$ cat config.mk
export PLATFORM = sky130hd
export DESIGN_NAME = doodle_motion_ctrl
export DESIGN_NICKNAME = d
export VERILOG_FILES = /design/src/rtl/doodle_motion_ctrl.sv
export SDC_FILE = /design/constraint.sdc
export NUM_CORES = 1
export LEC_CHECK = 0
export BUFFER_PORTS_ARGS = -buffer_cell sky130_fd_sc_hd__buf_2
export CAP_MARGIN = 10
export CORE_ASPECT_RATIO = 0.9
export CORE_MARGIN = 3
export CORE_UTILIZATION = 55
export DETAILED_ROUTE_END_ITERATION = 16
export PLACE_DENSITY = 0.78
export SYNTH_ARGS = -nofsm -noshare
export SYNTH_HDL_FRONTEND = slang
export SYNTH_SLANG_ARGS = --single-unit
$ cat constraint.sdc
create_clock -name Clk -period 38.4 [get_ports Clk]
set_clock_uncertainty 0.1 [all_clocks]
set_input_delay 7.68 -clock Clk [delete_from_list [all_inputs] [get_ports Clk]]
set_output_delay 7.68 -clock Clk [all_outputs]
set_load 0.1 [all_outputs]
$ cat src/rtl/doodle_motion_ctrl.sv
// Doodle player physics: horizontal wrap, typed-platform bounce, fall-out damage and death.
// Define DOODLE_WALL_CLAMP_EN to clamp at the field walls instead of wrapping.
module doodle_motion_ctrl #(
    parameter int unsigned N_PLAT        = 8,
    parameter int unsigned W             = 640,
    parameter int unsigned H             = 480,
    parameter int unsigned X_MIN         = 140,
    parameter int unsigned X_MAX         = 499,
    parameter int unsigned SIZE_X        = 32,
    parameter int unsigned SIZE_Y        = 32,
    parameter int unsigned X_STEP        = 3,
    parameter int unsigned GRAVITY       = 1,
    parameter int unsigned VY_MAX        = 4,
    parameter int unsigned JUMP_V        = 4,
    parameter int unsigned SPRING_V      = 12,
    parameter int unsigned HEALTH_INIT   = 10,
    parameter int unsigned INVULN_FRAMES = 128,
    localparam int unsigned IDX_W        = (N_PLAT > 1) ? $clog2(N_PLAT) : 1
) (
    input  logic                         Clk,
    input  logic                         Reset,
    input  logic [1:0]                   frame_clk_edge,
    input  logic [7:0]                   keycode,
    input  logic                         game_active,
    input  logic [N_PLAT-1:0][9:0]       Platform_X,
    input  logic [N_PLAT-1:0][9:0]       Platform_Y,
    input  logic [N_PLAT-1:0][1:0]       Platform_type,
    input  logic [7:0]                   platform_size,
    output logic [9:0]                   Doodle_X_out,
    output logic [9:0]                   Doodle_Y_out,
    output logic [9:0]                   Doodle_VY_out,
    output logic [3:0]                   health,
    output logic                         doodle_facing,
    output logic                         doodle_jumped,
    output logic                         break_req,
    output logic [IDX_W-1:0]             break_idx,
    output logic                         dead
);

    localparam int unsigned CntW = $clog2(INVULN_FRAMES + 1);

    localparam logic signed [10:0] XLeft   = 11'(X_MIN);
    localparam logic signed [10:0] XRight  = 11'(X_MAX - SIZE_X);
    localparam logic signed [10:0] YFall   = 11'(H - 2 - SIZE_Y);
    localparam logic signed [10:0] XStep   = 11'(X_STEP);
    localparam logic signed [10:0] Grav    = 11'(GRAVITY);
    localparam logic signed [10:0] VyMax   = 11'(VY_MAX);
    localparam logic signed [10:0] JumpV   = 11'(JUMP_V);
    localparam logic signed [10:0] SpringV = 11'(SPRING_V);
    localparam logic signed [10:0] SizeY   = 11'(SIZE_Y);
    localparam logic signed [11:0] SizeX12 = 12'(SIZE_X);
    localparam logic signed [11:0] SizeY12 = 12'(SIZE_Y);
    localparam logic [9:0]         XReset  = 10'((W - SIZE_X) / 2);
    localparam logic [9:0]         YReset  = 10'(H * 2 / 3);

    typedef enum logic [1:0] {StAir, StInvuln, StDead} state_e;

    state_e            state_q, state_d;
    logic [9:0]        x_q, y_q;
    logic signed [10:0] vy_q;
    logic [3:0]        health_q, health_d;
    logic              facing_q, facing_d;
    logic [CntW-1:0]   cnt_q, cnt_d;

    logic              tick, active;
    logic signed [10:0] x_s, y_s, vx, xn_raw, xn, y_n, vy_n, vy_inc, hit_py;
    logic signed [11:0] xn_w, bot_w, vy_w, psz_w;
    logic [N_PLAT-1:0] hit;
    logic              hit_any, bounce, brk, fall;
    logic [IDX_W-1:0]  hit_idx;
    logic [1:0]        hit_type;

    assign tick   = (frame_clk_edge == 2'b01);
    assign active = tick && !Reset && (state_q != StDead);

    assign x_s   = signed'({1'b0, x_q});
    assign y_s   = signed'({1'b0, y_q});
    assign xn_w  = {xn[10], xn};
    assign bot_w = signed'({2'b00, y_q}) + SizeY12;
    assign vy_w  = {vy_q[10], vy_q};
    assign psz_w = signed'({4'b0000, platform_size});

    // Horizontal move, then wrap or clamp into the field.
    always_comb begin
        vx = 11'sd0;
        if (keycode == 8'h04) begin
            vx = -XStep;
        end else if (keycode == 8'h07) begin
            vx = XStep;
        end
        xn_raw = x_s + vx;
`ifdef DOODLE_WALL_CLAMP_EN
        if (xn_raw > XRight) begin
            xn = XRight;
        end else if (xn_raw < XLeft) begin
            xn = XLeft;
        end else begin
            xn = xn_raw;
        end
`else
        if (xn_raw > XRight) begin
            xn = XLeft;
        end else if (xn_raw < XLeft) begin
            xn = XRight;
        end else begin
            xn = xn_raw;
        end
`endif
        facing_d = facing_q;
        if (vx < 11'sd0) begin
            facing_d = 1'b0;
        end else if (vx > 11'sd0) begin
            facing_d = 1'b1;
        end
    end

    // Per-slot landing test; sums widened so PX + platform_size cannot wrap.
    for (genvar i = 0; i < N_PLAT; i++) begin : g_hit
        logic signed [11:0] px, py;
        assign px = signed'({2'b00, Platform_X[i]});
        assign py = signed'({2'b00, Platform_Y[i]});
        assign hit[i] = (Platform_type[i] != 2'd0) && (vy_q > 11'sd0) &&
                        (xn_w < px + psz_w) && (xn_w + SizeX12 > px) &&
                        (bot_w <= py) && (bot_w + vy_w > py);
    end

    always_comb begin
        hit_any = 1'b0;
        hit_idx = '0;
        for (int i = N_PLAT - 1; i >= 0; i--) begin
            if (hit[i]) begin
                hit_any = 1'b1;
                hit_idx = IDX_W'(i);
            end
        end
    end

    assign hit_type = Platform_type[hit_idx];
    assign hit_py   = signed'({1'b0, Platform_Y[hit_idx]});
    assign bounce   = hit_any && ((hit_type == 2'd1) || (hit_type == 2'd2));
    assign brk      = hit_any && (hit_type == 2'd3);
    assign vy_inc   = vy_q + Grav;

    always_comb begin
        if (bounce) begin
            y_n  = hit_py - SizeY;
            vy_n = (hit_type == 2'd2) ? -SpringV : -JumpV;
        end else begin
            y_n  = y_s + vy_q;
            vy_n = (vy_inc > VyMax) ? VyMax : vy_inc;
        end
        if (y_n < 11'sd1) begin
            y_n = 11'sd1;
        end
        fall = (y_n > YFall);
        if (fall) begin
            y_n  = 11'sd2;
            vy_n = 11'sd1;
        end
    end

    always_comb begin
        state_d  = state_q;
        health_d = health_q;
        cnt_d    = cnt_q;
        unique case (state_q)
            StAir: begin
                if (fall && game_active) begin
                    health_d = health_q - 4'd1;
                    if (health_q <= 4'd1) begin
                        state_d = StDead;
                    end else begin
                        state_d = StInvuln;
                        cnt_d   = CntW'(INVULN_FRAMES);
                    end
                end
            end
            StInvuln: begin
                if (cnt_q <= CntW'(1)) begin
                    state_d = StAir;
                    cnt_d   = '0;
                end else begin
                    cnt_d = cnt_q - CntW'(1);
                end
            end
            default: ;
        endcase
    end

    always_ff @(posedge Clk) begin
        if (Reset) begin
            state_q  <= StAir;
            x_q      <= XReset;
            y_q      <= YReset;
            vy_q     <= 11'sd0;
            health_q <= 4'(HEALTH_INIT);
            facing_q <= 1'b1;
            cnt_q    <= '0;
        end else if (active) begin
            state_q  <= state_d;
            x_q      <= xn[9:0];
            y_q      <= y_n[9:0];
            vy_q     <= vy_n;
            health_q <= health_d;
            facing_q <= facing_d;
            cnt_q    <= cnt_d;
        end
    end

    assign Doodle_X_out  = x_q;
    assign Doodle_Y_out  = y_q;
    assign Doodle_VY_out = vy_q[9:0];
    assign health        = health_q;
    assign doodle_facing = facing_q;
    assign dead          = (state_q == StDead);
    // Pulses are combinational so they cover exactly the tick cycle.
    assign doodle_jumped = active && bounce;
    assign break_req     = active && brk;
    assign break_idx     = break_req ? hit_idx : '0;

endmodule

Yosys cells after proc, flatten, opt, wreduce, memory -nomap -nowiden
Index checks and enable logic that the tools add are counted.

Add/sub/neg operators: 17. Magnitude comparators: 43. Equal/unequal tests: 12. Multiplexer cells: 42. Reduce and logical (&&, ||, !) cells: 64.

Operator list (number): $gt A12 B11 Y1 (16); $lt A11 B12 Y1 (8); $add A10 B8 Y11 (8); $le A11 B10 Y1 (8); $mux W11 (8); $logic_and A1 B1 Y1 (47); $bmux W10 S3 (1); $mux W3 (9); $mux W8 (3); $add A11 B11 Y11 (2); $gt A11 B1 Y1 const B (2); $gt A11 B10 Y1 const B (2); $mux W10 (2); $reduce_bool A2 Y1 (10); $eq A8 B3 Y1 const B (2); $pmux W8 S2 (1); $add A11 B7 Y12 const B (1); $add A12 B11 Y12 (1); $add A10 B6 Y11 const B (1); $add A11 B2 Y11 const B (1); $gt A11 B4 Y1 const B (1); $lt A11 B1 Y1 const B (1); $lt A11 B2 Y1 const B (1); $lt A11 B9 Y1 const B (1); 20 further kinds (41).

Register bits: 46. Input port bits: 197. Output and inout bits: 41. Logic and storage cells: 185.

Longest topological paths before layout
Gate-level depths: netlist (run 1).

Depth after elaboration: 32. Gate-level depth with buffers: 56. Depth with buffers taken out: 49.

Least setup slack after synthesis (run 1)
Ideal clock, no wire load.

Path kind: in2out. Start point: input port keycode[5]. End point: output port doodle_jumped. Arrival: 18.142 ns. Required time: 30.620 ns. Path slack: 12.478 ns. Cell stages on the path: 37. Path buffers: 5. Path through: nor4_1 -> nand3b_1 -> or3_1 -> inv_1 -> ha_1 -> a21o_1 -> a221oi_4 -> o211ai_1 -> and3_1 -> nor2_1 -> clkbuf_1 -> inv_1 -> a2111oi_0 -> ha_1 -> clkbuf_1 -> or3_1 -> inv_1 -> ha_1 -> a31oi_1 -> o21ai_0 -> ha_1 -> nand2_1 -> or2_2 -> a32oi_1 -> nor3_1 -> or3_1 -> or4_4 -> a2bb2oi_2 -> o21ai_1 -> buf_2 -> mux4_2 -> mux2_2 -> ha_1 -> nand2_1 -> buf_1 -> clkbuf_1 -> nor2_1.

Cells in the longest elaborated chain, start to end: 26. Elaborated cells between the ends (all ways): 81. Classes of those cells: 2 x add/sub; 18 x order compare; 4 x eq/ne; 22 x mux; 35 x reduce/logical.

RTL lines: from (decl) (RTL line 23) `input logic [7:0] keycode,`; $eq A8 B3 Y1 (RTL line 88) `end else if (keycode == 8'h07) begin`; $mux W2 (RTL line 88); $mux W11 * (RTL line 86) `if (keycode == 8'h04) begin`; $add A11 B11 Y11 * (RTL line 91) `xn_raw = x_s + vx;`; $lt A11 B9 Y1 (RTL line 103) `end else if (xn_raw < XLeft) begin`; $mux W11 (RTL line 103); $mux W11 * (RTL line 101) `if (xn_raw > XRight) begin`; via xn[5] (RTL line 66) `logic signed [10:0] x_s, y_s, vx, xn_raw, xn, y_n, vy_n, vy_inc, hit_py;`; [4 not listed]; $logic_and A1 B1 Y1 (RTL line 124) `(bot_w <= py) && (bot_w + vy_w > py);`; $mux W3 (8 in a row) (RTL line 131) `if (hit[i]) begin`; $bmux W2 S3 (RTL line 138) `assign hit_type = Platform_type[hit_idx];`; $mux W2 (implied by the code) (RTL line 138); $eq A2 B1 Y1 / $eq A2 B2 Y1 (equally long branches) (RTL line 140) `assign bounce = hit_any && ((hit_type == 2'd1) || (hit_type == 2'd2));`; $logic_or A1 B1 Y1 (RTL line 140); $logic_and A1 B1 Y1 * (RTL line 140); $logic_and A1 B1 Y1 * (RTL line 217) `assign doodle_jumped = active && bounce;`; to (decl) (RTL line 34) `output logic doodle_jumped,`.

Mark *: on every way through the listed nets, which the timed path passes. The rest lies on a longest branch. The select of a mux whose other input is x is not followed.

Worst setup path after layout (run 1)
Same ends and word-level chain as after synthesis.

==> results of run 1 <==
[layer usage]
metal | GRT usage, % | vias to the layer above | wire length [µm]
met2 | 55.5 | 895 | 24300
met1 | 49.2 | 7937 | 24400
met3 | 5.96 | 166 | 5760
li1 | - | 8093 | -
met4 | 9.46 | 2 | 1890
met5 | 0 | - | 13
[power by group through the flow]
| stage | combinational (mW) | sequential, mW | clock, mW |
|---|---|---|---|
| floorplan | 0.209 | 0.0619 | 0 |
| global placement | 0.294 | 0.0548 | 0 |
| detailed placement | 0.304 | 0.0549 | 0 |
| CTS | 0.306 | 0.0538 | 0.0524 |
| global route | 0.345 | 0.0543 | 0.0540 |
| finish | 0.315 | 0.0540 | 0.0516 |
[through the flow]
| step | utilization, % | cell area (µm²) | worst slack, ns |
|---|---|---|---|
| 6_report | 62.5 | 17500 | 12.12 |
| 5_1_grt | 62.5 | 17500 | 11.48 |
| 4_1_cts | 62.5 | 17500 | 12.33 |
| 3_5_place_dp | 61.8 | 17400 | 12.38 |
| 3_3_place_gp | 61.8 | 17400 | 12.64 |
| 2_1_floorplan | - | 15800 | 12.48 |
[final timing paths]
check	start	to	slack, ns
max	keycode[5]	doodle_jumped	12.12
min	cnt_q[6]$_SDFFE_PP0P_	cnt_q[6]$_SDFFE_PP0P_	0.37
max reg2reg	Doodle_X_out[0]$_SDFFE_PP0P_	vy_q[1]$_SDFFE_PP0P_	24.72
min reg2reg	cnt_q[6]$_SDFFE_PP0P_	cnt_q[6]$_SDFFE_PP0P_	0.37
[Yosys cell counts, types with 7 or more instances]
cell type,number
a2111oi_0,14
a211oi_1,36
a21o_1,75
a21oi_1,167
a31oi_1,17
and3_1,20
buf_4,14
clkbuf_1,27
dfxtp_1,46
fa_1,10
ha_1,416
inv_1,222
mux2i_1,37
nand2_1,124
nand2b_1,24
nand3_1,56
nand3b_1,7
nand4_1,41
nor2_1,128
nor2b_1,44
nor3_1,37
nor4_1,13
o211a_1,10
o211ai_1,21
o21a_1,27
o21ai_0,126
o21bai_1,29
o22ai_1,7
o31ai_1,8
o32ai_1,7
or2_2,10
or3_1,11
xnor2_1,65
xor2_1,22
[final cells by class]
type,count,area (µm²)
multi-input combinational,1741,13800
tap,360,450
clock inverter,3,48.8
fill,2589,10500
timing repair buffer,267,1410
inverter,222,833
clock buffer,5,125
sequential,46,921
[registers in the layout, summed over array words and instances (netlist names)]
| signal | count |
|---|---|
| vy_q | 11 |
| Doodle_X_out | 10 |
| Doodle_Y_out | 10 |
| state_q | 2 |
| health | 4 |
| doodle_facing | 1 |
| cnt_q | 8 |
[critical path, delay by kind of cell]
kind / cells / cell delay (ns)
AO/OA/AOI/OAI: 9 / 2.13
adder cells (fa/ha/maj): 5 / 1.77
buffers and inverters: 8 / 2.46
multiplexers: 1 / 0.43
AND/OR/NAND/NOR: 15 / 3.98
[cells by family after synthesis]
family                   after synthesis  share of synthesized area, %
adder cells (fa/ha/maj)              426                          34.2
flip-flops                            46                          5.83
XOR/XNOR                              88                          4.93
buffers and inverters                278                          7.31
AO/OA/AOI/OAI                        629                          26.8
AND/OR/NAND/NOR                      552                          17.7
multiplexers                          46                          3.20
==> flow_summary.ini, run 1 <==
[power]
p_int_mw = 0.203
share_clk_of_total_power_pct = 12.3
powerDensity_nw_per_um2 = 24.0
switchingPower_mw = 0.217
p_leak_nw = 9.15
vdd_ir_drop_max_mv = 0.0388
pwr-share-seq_pct = 12.8
finalPower_mw = 0.420
sw_frac_of_total_pct = 51.7
comb_power_share_pct = 74.9

[setup_path]
end_kind = output port
critPathLaunchType = input port
path_common_cell = ha_1
crit_type = input port to output port
arrival_ns = 18.50
required_ns = 30.62
cpPeakStageDelay_ns = 0.64
crit_slowest_cell = or3_1
r2r_cells = 42
cp_max_fo = 51

[routing]
drc_errors = 0
drt_iter0_drc = 1667
via_per_inst = 6.46
drtAntennaViolNets = 0
vias = 17100
drt_pass1_iterations = 6
postRouteWirelength_um = 56400
wl_per_cell_um = 21.3

[clocking]
cts_tree = yes
cts_buffer_depth = 2
cts_made_buffers = 5
postCtsHoldBufs = 0
root_buffer = clkbuf_16
clk_pin_slew_ns = 0.07
h-tree-depth = 2
post_cts_resized = 0
post_cts_buffers = 0
cts_sinks = 46
clock_latency_ns = 0.29

[cells_and_area]
nets = 2906
layout_commonest_cell = ha_1
area_delta_synth_final_pct = 11.1
antenna_cells = 0
fin_cells = 2644
drive_gt1_share_pct = 14.4
final_cell_mix = 416 x ha_1, 237 x buf_2, 222 x inv_1

[logic_synthesis]
ys_warn_count = 0
yosysTopAreaCell = ha_1
ys.flop_type = dfxtp_1
synth_area_leaders = ha_1 33%, dfxtp_1 5.8%, a21oi_1 5.3%
syn_avg_cell_area_um2 = 7.65
synth-seq-cells = 46
syn_nets = 2688
yosysUniqueCellTypes = 95
async_flop_share_pct = 0
synth-edff-count = 0
synthesis.instances = 2065
seq_area_frac_synth_pct = 5.83
yosysTopAreaCellShare_pct = 33.0
syn_area_um2 = 15800

[timing]
setup_viol = 0
grt_setup_unrepaired = false
fmax_mhz = 38.1
report.final.slew_viol_count = 0
finalSetupTns_ns = 0
tightestPinTransition_ns = 1.08
relSlewSlack_pct = 27.4
period_needed_ns = 26.28
holdWs_ns = 0.373
hold_viol = 0
fin_crit_sh_pct = 68.4

[place]
place.gp.congestion = 0.978
dp.cells = 2636
numPortBuffers = 237
dp_hpwl_um = 45600

[hold_path]
hold_class = flop to flop
holdPathStages = 1

[floorplan]
io_pins = 238
die_area_um2 = 30800
die_x_um = 185
chipHeight_um = 167
num_rows = 58
coreArea_um2 = 28100
floorplan.initialDensity_pct = 56.2

[job]
cap_violations = 0

[grt]
antenna_found_initial = 1
overflow = 0
grt_max_degree = 52
grt_pass1_vias = 16300
grt_pass1_wl_um = 86500
grtUsageTotal_pct = 35.1

[outcome]
outcome = complete, no violations
Power figures use the tool's default switching activity.
==> run 2: changes to the inputs <==
PLACE_DENSITY = 0.82   (was 0.78)
clock period = 23.9 ns   (was 38.4 ns; I/O delays follow)
==> flow_summary.ini, run 2 (synthesis gave the netlist of run 1 again) <==
[timing]
report.final.slew_viol_count = 0
setup_viol = 0
fin_crit_sh_pct = 86.4
finalSetupTns_ns = 0
grt_setup_unrepaired = false
tightestPinTransition_ns = 1.14
fmax_mhz = 48.5
relSlewSlack_pct = 23.7
hold_viol = 0
period_needed_ns = 20.64

[job]
cap_violations = 0

[cells_and_area]
layout_commonest_cell = ha_1
finalInstanceArea_um2 = 17500
nFillCells = 2500
area_delta_synth_final_pct = 10.7
multi_input_area_um2 = 13700
drive_gt1_share_pct = 14.1
nets = 2904
fin_cells = 2643
top_register = vy_q
regArea_um2 = 921
final_cell_mix = 416 x ha_1, 237 x buf_2, 222 x inv_1
largest_reg_flops = 11

[floorplan]
num_rows = 58
floorplan.initialDensity_pct = 56.2
chipHeight_um = 167
io_pins = 238
coreArea_um2 = 28100
die_x_um = 185
die_area_um2 = 30800

[routing]
postRouteWirelength_um = 56500
wl_per_cell_um = 21.4
drt_pass1_iterations = 5
vias = 17200
drtAntennaViolNets = 0
drt_iter0_drc = 1640
drc_errors = 0
via_per_inst = 6.52

[grt]
grt_pass1_wl_um = 87000
overflow = 0
grt_max_degree = 52
antenna_found_initial = 1
grtUsageTotal_pct = 35.1
grt_pass1_vias = 16900

[outcome]
outcome = complete, no violations

[setup_path]
end_kind = output port
crit_type = input port to output port
worstSetupStartpoint = keycode[5]
path_common_cell = ha_1
cp_max_fo = 24
crit_slowest_cell = or3_1
worstReg2RegEnd = vy_q[1]$_SDFFE_PP0P_
cpPeakStageDelay_ns = 0.64
r2r_start = Doodle_X_out[0]$_SDFFE_PP0P_
ff2ff_setup_slack_ns = 10.18
r2r_cells = 44
critPathLaunchType = input port
arrival_ns = 15.76
required_ns = 19.02
cp-endpoint = doodle_jumped

[clocking]
root_buffer = clkbuf_16
h-tree-depth = 2
cts_sinks = 46
cts_buffer_depth = 2
clk_pin_slew_ns = 0.06
clock_latency_ns = 0.29
cts_tree = yes
post_cts_resized = 0
cts_made_buffers = 5
post_cts_buffers = 0
postCtsHoldBufs = 0

[place]
place.gp.congestion = 1.03
dp_hpwl_um = 46100
place_area_um2 = 17300
dp.cells = 2634
numPortBuffers = 237

[hold_path]
hold_class = flop to flop

[power]
vdd_ir_drop_max_mv = 0.0428
p_leak_nw = 9.10
powerDensity_nw_per_um2 = 37.9
run 2: how the worst min path moves through the flow:
stage / slack, ns / end / from / cells past startpoint
floorplan: 0.33 / cnt_q[6]$_SDFFE_PP0P_ / cnt_q[6]$_SDFFE_PP0P_ / 1
global placement: 0.35 / cnt_q[6]$_SDFFE_PP0P_ / cnt_q[6]$_SDFFE_PP0P_ / 1
detailed placement: 0.36 / cnt_q[6]$_SDFFE_PP0P_ / cnt_q[6]$_SDFFE_PP0P_ / 1
CTS: 0.37 / cnt_q[6]$_SDFFE_PP0P_ / cnt_q[6]$_SDFFE_PP0P_ / 1
global route: 0.38 / cnt_q[6]$_SDFFE_PP0P_ / cnt_q[6]$_SDFFE_PP0P_ / 1
finish: 0.37 / cnt_q[6]$_SDFFE_PP0P_ / cnt_q[6]$_SDFFE_PP0P_ / 1
run 2: area by class of cell:
cell class | instances | area share, %
sequential | 46 | 5.27
timing repair buffer | 265 | 7.99
inverter | 222 | 4.77
multi-input combinational | 1741 | 78.6
antenna | 2 | 0.0286
clock inverter | 1 | 0.0429
tap | 360 | 2.58
clock buffer | 6 | 0.737
run 2: power breakdown:
| part | switching, mW | internal [mW] | leakage (nW) |
|---|---|---|---|
| clock | 0.0307 | 0.0383 | 0.0630 |
| sequential | 0.00777 | 0.0799 | 0.372 |
| combinational | 0.310 | 0.196 | 8.67 |
run 2: stage by stage:
step | hold WS [ns] | total power [mW] | utilization (%) | setup slack, ns
6_report | 0.369 | 0.663 | 62.2 | 3.26
5_1_grt | 0.383 | 0.713 | 62.2 | 2.84
4_1_cts | 0.372 | 0.648 | 62.2 | 3.49
3_5_place_dp | 0.362 | 0.577 | 61.7 | 3.51
3_3_place_gp | 0.348 | 0.558 | 61.7 | 3.86
2_1_floorplan | 0.330 | 0.436 | - | 3.78
run 2: critical path, delay by kind of cell:
family	cells	cell delay [ns]
mux	2	0.69
compound gates	8	2.07
simple gates	16	4.51
fa+ha+maj	5	1.76
buf+inv	7	1.91
run 2: routing by layer:
layer / global-route usage (%) / part of all wire (%)
met5: 0 / 0
met4: 16.5 / 5.4
met3: 6.46 / 10
met2: 55.7 / 43
met1: 45.8 / 41
